--- config.mk ---
export PLATFORM = sky130hd
export DESIGN_NAME = dmem_port_arbiter
export DESIGN_NICKNAME = d
export VERILOG_FILES = /design/src/rtl/dmem_port_arbiter.sv
export SDC_FILE = /design/constraint.sdc
export NUM_CORES = 1
export LEC_CHECK = 0
export CAP_MARGIN = 0
export CORE_AREA = 2 2 124 126
export DETAILED_ROUTE_END_ITERATION = 8
export DIE_AREA = 0 0 126 128
export GPL_ROUTABILITY_DRIVEN = 0
export GPL_TIMING_DRIVEN = 0
export PLACE_DENSITY_LB_ADDON = 0.08
export SYNTH_ARGS = -nofsm -noshare
export SYNTH_HDL_FRONTEND = slang
export SYNTH_SLANG_ARGS = --single-unit
--- constraint.sdc ---
create_clock -name clk -period 2.7 [get_ports clk]
set_clock_uncertainty 0.1 [all_clocks]
set_input_delay 0.54 -clock clk [delete_from_list [all_inputs] [get_ports clk]]
set_output_delay 0.54 -clock clk [all_outputs]
set_load 0.01 [all_outputs]
--- src/rtl/dmem_port_arbiter.sv ---
// Shares the single data-memory BRAM port between the CPU MEM stage and a DMA requester.
// CPU wins by default; a starved DMA gets one forced cycle, and read data is steered to its owner.
module dmem_port_arbiter #(
  parameter int unsigned ADDR_W     = 30,
  parameter int unsigned DATA_W     = 32,
  parameter int unsigned WE_W       = 4,
  parameter int unsigned STARVE_MAX = 4
) (
  input  logic              clk,
  input  logic              reset,
  input  logic              cpu_req,
  input  logic [ADDR_W-1:0] cpu_addr,
  input  logic [DATA_W-1:0] cpu_wdata,
  input  logic [WE_W-1:0]   cpu_wea,
  output logic [DATA_W-1:0] cpu_rdata,
  output logic              cpu_busy,
  input  logic              dma_req,
  input  logic [ADDR_W-1:0] dma_addr,
  input  logic [DATA_W-1:0] dma_wdata,
  input  logic [WE_W-1:0]   dma_wea,
  output logic              dma_gnt,
  output logic              dma_rvalid,
  output logic [DATA_W-1:0] dma_rdata,
  output logic [ADDR_W-1:0] bram_addr,
  output logic [DATA_W-1:0] bram_din,
  output logic [WE_W-1:0]   bram_wea,
  input  logic [DATA_W-1:0] bram_dout
);

  localparam int unsigned CNT_W = 4;
  localparam logic [CNT_W-1:0] CNT_MAX = CNT_W'(STARVE_MAX);

  typedef enum logic [1:0] {
    OWN_NONE = 2'd0,
    OWN_CPU  = 2'd1,
    OWN_DMA  = 2'd2
  } owner_e;

  owner_e            rd_owner_q, rd_owner_d;
  logic [CNT_W-1:0]  starve_q, starve_d;
  logic [ADDR_W-1:0] addr_q;
  logic [DATA_W-1:0] din_q;
  logic [DATA_W-1:0] cap_q;
  logic              dma_win;
  logic              cpu_win;

  // Ownership is decided combinationally; nobody wins while reset is held.
  always_comb begin
    dma_win = reset && dma_req && (!cpu_req || (starve_q == CNT_MAX));
    cpu_win = reset && cpu_req && !dma_win;
  end

  // Port mux: the winner drives the BRAM, otherwise the last address/data are held.
  always_comb begin
    bram_addr = addr_q;
    bram_din  = din_q;
    bram_wea  = '0;
    if (cpu_win) begin
      bram_addr = cpu_addr;
      bram_din  = cpu_wdata;
      bram_wea  = cpu_wea;
    end else if (dma_win) begin
      bram_addr = dma_addr;
      bram_din  = dma_wdata;
      bram_wea  = dma_wea;
    end
    if (!reset) begin
      bram_addr = '0;
      bram_din  = '0;
    end
  end

  // Next read owner and starvation count.
  always_comb begin
    rd_owner_d = OWN_NONE;
    starve_d   = starve_q;
    if (cpu_win && (cpu_wea == '0)) begin
      rd_owner_d = OWN_CPU;
    end else if (dma_win && (dma_wea == '0)) begin
      rd_owner_d = OWN_DMA;
    end
    if (dma_win) begin
      starve_d = '0;
    end else if (dma_req && (starve_q < CNT_MAX)) begin
      starve_d = starve_q + CNT_W'(1);
    end
  end

  always_ff @(posedge clk) begin
    if (!reset) begin
      rd_owner_q <= OWN_NONE;
      starve_q   <= '0;
      addr_q     <= '0;
      din_q      <= '0;
      cap_q      <= '0;
    end else begin
      rd_owner_q <= rd_owner_d;
      starve_q   <= starve_d;
      addr_q     <= bram_addr;
      din_q      <= bram_din;
      if (rd_owner_q == OWN_CPU) begin
        cap_q <= bram_dout;
      end
    end
  end

  // CPU sees live data only for its own read; otherwise the captured word.
  always_comb begin
    cpu_busy   = cpu_req && dma_win;
    dma_gnt    = dma_win;
    dma_rvalid = reset && (rd_owner_q == OWN_DMA);
    dma_rdata  = bram_dout;
    cpu_rdata  = (reset && (rd_owner_q == OWN_CPU)) ? bram_dout : cap_q;
  end

endmodule

* After elaboration in Yosys (flattened, before gate mapping)
Index checks and enable logic that the tools add are counted.
** Cells by class
- Reduce and logical (&&, ||, !) cells :: 17
- Order comparisons :: 1
- Bitwise logic cells :: 1
- Multiplexer cells :: 11
- Add/subtract/negate cells :: 1
- Equal/unequal tests :: 3
** Operators with widths (count)
- two-way mux 32 bit :: 4
- two-way mux 30 bit :: 3
- logical AND 1 bit :: 10
- logical NOT 4 bit :: 2
- two-way mux 4 bit :: 2
- adder 4 x 1 -> 4 bit (second input constant) :: 1
- == test 4 x 3 -> 1 bit (second input constant) :: 1
- less-than comparator 4 x 3 -> 1 bit (second input constant) :: 1
- OR reduction 2 bit :: 2
- == test 2 x 1 -> 1 bit (second input constant) :: 1
- == test 2 bit (second input constant) :: 1
- logical NOT 1 bit :: 2
- two-way mux 2 bit :: 1
- logical OR 1 bit :: 1
- two-way mux 1 bit :: 1
- NOT 1 bit :: 1
** Word-level totals
- Word-level logic and storage cells :: 40
- Input bits :: 168
- Register bits after elaboration :: 100

* Longest topological paths before layout
- Depth after elaboration :: 7
- Gate-level depth with buffers :: 8
- Mapped depth without buffers :: 5

* Worst setup path after synthesis
No wires, ideal clock.
- Path kind :: register to output
- Start point :: register starve_q[0]
- End point :: output port bram_addr[0]
- Data arrival time :: 1.605 ns
- Path slack :: 0.455 ns
- Data required time :: 2.060 ns
- Cell stages (with the launch flop) :: 9
- Path through :: dfxtp_1 -> inv_1 -> ha_1 -> and3b_1 -> nand2b_1 -> buf_2 -> buf_6 -> buf_6 -> o221a_1
** On the way
- Cells in the longest elaborated chain, start to end :: 7
** Ends and longest elaborated chain
- start, declared :: RTL line 40 : logic [CNT_W-1:0] starve_q, starve_d;
- start signal, assigned :: RTL line 98 : starve_q <= starve_d;
- == test 4 x 3 -> 1 bit (*) :: RTL line 49 : dma_win = reset && dma_req && (!cpu_req || (starve_q == CNT_MAX));
- logical OR 1 bit (*) :: RTL line 49
- logical AND 1 bit (*) :: RTL line 49
- logical NOT 1 bit :: RTL line 50 : cpu_win = reset && cpu_req && !dma_win;
- logical AND 1 bit :: RTL line 50
- two-way mux 30 bit (*) :: RTL line 58 : if (cpu_win) begin
- two-way mux 30 bit (*) :: RTL line 67 : if (!reset) begin
- end, declared :: RTL line 24 : output logic [ADDR_W-1:0] bram_addr,
Mark *: on every way between the ends. The rest lies on a longest branch, timed or not.

* Worst setup path after layout
- Start point :: register starve_q[1]
- End point :: output port bram_wea[3]
** On the way
- Cells in the longest elaborated chain, start to end :: 6
** Ends and longest elaborated chain
- == test 4 x 3 -> 1 bit (*) :: RTL line 49
- logical OR 1 bit (*) :: RTL line 49
- logical AND 1 bit (*) :: RTL line 49
- logical NOT 1 bit :: RTL line 50
- logical AND 1 bit :: RTL line 50
- two-way mux 4 bit (*) :: RTL line 58
- end, declared :: RTL line 26 : output logic [WE_W-1:0] bram_wea,
Marked as above.

==> results.py <==
metrics = {
    "cts": {
        "post_cts_hold_buffer_count": 0,
        "clk_root_buffer_cell": "sky130_fd_sc_hd__clkbuf_16",
        "cts_inserted_buffers": 9,
        "ctsLongestPathBuffers": 2,
        "cts_tree": "yes",
        "insertion_delay_to_the_later_sink_of_the_worst_skew_pair_ns": 0.35,
        "clock_sink_count": 100,
        "cts-htree-levels": 3,
        "cts.clk_slew.worst_paths_ns": 0.07,
    },
    "power": {
        "overall_power_uw": 3950,
        "power-per-cell-area_nw_per_um2": 425,
        "leakagePower_uw": 0.00416,
        "vdd_drop_max_mv": 0.279,
    },
    "job": {
        "max_cap_violations": 0,
    },
    "cells_and_area": {
        "syn_to_final_growth_pct": 60.7,
        "layout.cells.most_common": "sky130_fd_sc_hd__clkdlybuf4s50_1",
        "most-common-layout-cells": "sky130_fd_sc_hd__clkdlybuf4s50_1 (201), sky130_fd_sc_hd__dfxtp_1 (98), sky130_fd_sc_hd__buf_2 (79)",
        "final_core_utilization_pct": 62.5,
        "final_nets": 1029,
        "fin_cells": 1052,
        "final_design_area_no_fill_um2": 9280,
        "final_layout_size_suffix_gt1_share_pct": 31.5,
    },
    "worst_hold_path": {
        "holdCritStartpoint": "cap_q[30]",
        "worst_hold_class": "flip-flop to flip-flop",
    },
    "route": {
        "route.antenna.remaining_nets": 0,
        "drc_errors": 0,
        "routed_via_count": 5872,
        "finalWirelength_mm": 20.4,
        "route.detailed.wl_per_inst_um": 19.4,
        "first_iter_violations": 292,
        "avgViaCountPerCell": 5.58,
        "detailedRoute.firstPassIterationCount": 5,
    },
    "synthesis": {
        "synth-edff-count": 0,
        "synth.yosys.warnings": 0,
        "yosys_register_bits": 100,
        "asyncSetResetFlopFracSynth_pct": 0,
        "synth_cell_type_count": 31,
        "yosys_most_used_dff": "sky130_fd_sc_hd__dfxtp_1",
        "post_synth_instance_area_um2": 5780,
        "synth_largest_type_area_fraction_pct": 34.7,
        "nets_in_the_synthesized_netlist": 707,
        "ys_top_cells_by_area": "sky130_fd_sc_hd__dfxtp_1 (35%), sky130_fd_sc_hd__o221a_2 (12%), sky130_fd_sc_hd__o221a_1 (12%)",
        "cell_count_after_synthesis": 537,
        "seq_area_frac_synth_pct": 34.7,
        "synth_top_cell_by_area": "sky130_fd_sc_hd__dfxtp_1",
        "syn-mean-instance-area_um2": 10.8,
    },
    "timing": {
        "max_slew_margin_pct": 63.2,
        "max_freq_ghz": 0.379,
        "timing_worst_slew_pin_value_ns": 0.552,
        "timing.final.hold_violations": 0,
        "rsz0062_at_grt": "true",
        "period_minus_slack_ns": 2.64,
        "drv_slew": 0,
        "min_period_over_period_pct": 97.8,
        "timing.final.setup_violations": 0,
    },
    "place": {
        "area_of_placed_instances_um2": 9000,
        "dp.cells": 1024,
        "placement.io_buffers": 299,
        "place_hpwl_mm": 15.2,
    },
    "setup_path": {
        "timing.critical_path.max_delay_family": "compound AO/OA/AOI/OAI gates",
        "crit_arrival_ns": 2.00,
        "crit_buf_inv": 3,
        "crit_path_top_delay_cell": "sky130_fd_sc_hd__dfxtp_2",
        "critPathKind": "flip-flop to output pin",
        "worstPathCellList": "inv_2 -> ha_4 -> and3b_2 -> buf_4 -> o21a_4 -> a32o_1 -> dlygate4sd2_1",
        "critPathRequiredTime_ns": 2.06,
        "worst_setup_path_start_kind": "flip-flop",
        "critical_path.reg2reg.startpoint": "starve_q[1]",
        "crit_path_max_fanout": 7,
        "worst_setup_path_end_kind": "output pin",
        "worstSetupStartpoint": "starve_q[1]",
        "maximum_cell_stage_delay_along_the_critical_path_ns": 0.34,
    },
    "floorplan": {
        "placeableCoreArea_um2": 14900,
        "floorplan.io_pins": 301,
        "die_height_um": 128,
        "die_area_um2": 16100,
        "die_w_um": 126,
        "initial_core_util_pct": 38.9,
        "num_rows": 45,
    },
    "grt": {
        "grt_start_max_net_pins": 15,
        "antenna_found_initial": 2,
        "grt_first_pass_wirelength_mm": 31.2,
        "grt_usage_pct": 24.0,
        "vias_in_the_first_global_route": 5725,
        "grt-ovfl-total": 0,
    },
    "outcome": {
        "run_status": "finished clean",
    },
}
==> flip-flops by register name, summed over array words and instances (netlist names) <==
register	flops
din_q	32
rd_owner_q	2
addr_q	30
cap_q	32
starve_q	4
==> Yosys cell counts, drive strengths merged, types with 2 or more instances <==
cell,instances
o221a,124
a32o,4
a22o,32
a21oi,65
ha,2
clkbuf,17
dfxtp,100
nor3,6
mux2,32
inv,6
buf,72
mux2i,63
==> area by class of cell <==
class	instances	area, um^2
clock inverters	2	35.0
well taps	188	235
inverters	6	22.5
plain buffers	87	644
fillers	1286	5580
diodes	1	2.50
clock buffers	13	250
multi-input cells	342	3230
flip-flops and latches	100	2000
repair buffers	313	2860
==> power by group <==
group	leakage, uW	switching [uW]	internal [uW]
clock network	0.000140	562	740
registers	0.000823	21.2	1550
logic	0.00319	463	608
total	0.00416	1050	2900
==> worst paths after layout <==
| kind | slack, ns | cells past startpoint | end |
|---|---|---|---|
| setup / recovery | 0.06 | 7 | bram_wea[3] |
| setup reg to reg | 0.65 | 7 | addr_q[17] |
| hold reg to reg | 0.37 | 1 | cap_q[30] |
| hold / removal | 0.37 | 1 | cap_q[30] |
==> worst register-to-register path: cells and delay by family (launching register included) <==
family	cells	cell delay (ns)
buffers and inverters	3	0.70
AOI/OAI and AO/OA	2	0.49
DFF	1	0.34
adders and majority gates	1	0.14
and+or+nand+nor	1	0.22
==> logic make-up after synthesis <==
group	share of synthesized area [%]
adders and majority gates	0.433
and+or+nand+nor	1.60
xor gates and xnor gates	0.152
AOI/OAI and AO/OA	35.9
muxes	17.2
DFF	34.7
buffers and inverters	10.1
==> layer usage <==
layer / global-route usage (%) / share of wire (%) / vias up
met1: 29.4 / 42 / 2795
met4: 8.14 / 1.7 / 2
met5: 0 / 0.054 / -
met3: 5.01 / 6.2 / 28
li1: - / - / 2820
met2: 41.9 / 50 / 227
==> repair_timing <==
item | in CTS | in global routing
gates resized for setup | 316 | 22
pin swaps | 5 | 2
gates cloned | 1 | 2
endpoints found under the setup margin | 101 | 75
buffers inserted | 8 | 3
==> stage by stage <==
| stage | setup WS [ns] | TNS (ns) | hold slack [ns] |
|---|---|---|---|
| after CTS | -0.0232 | -0.0995 | 0.374 |
| after global placement | -0.784 | -59.78 | 0.351 |
| final | 0.0585 | 0 | 0.372 |
| after floorplan | 0.455 | 0 | 0.335 |
| after detailed placement | -0.801 | -61.31 | 0.350 |
| after global routing | -0.0337 | -0.112 | 0.378 |
Power figures use the tool's default switching activity.
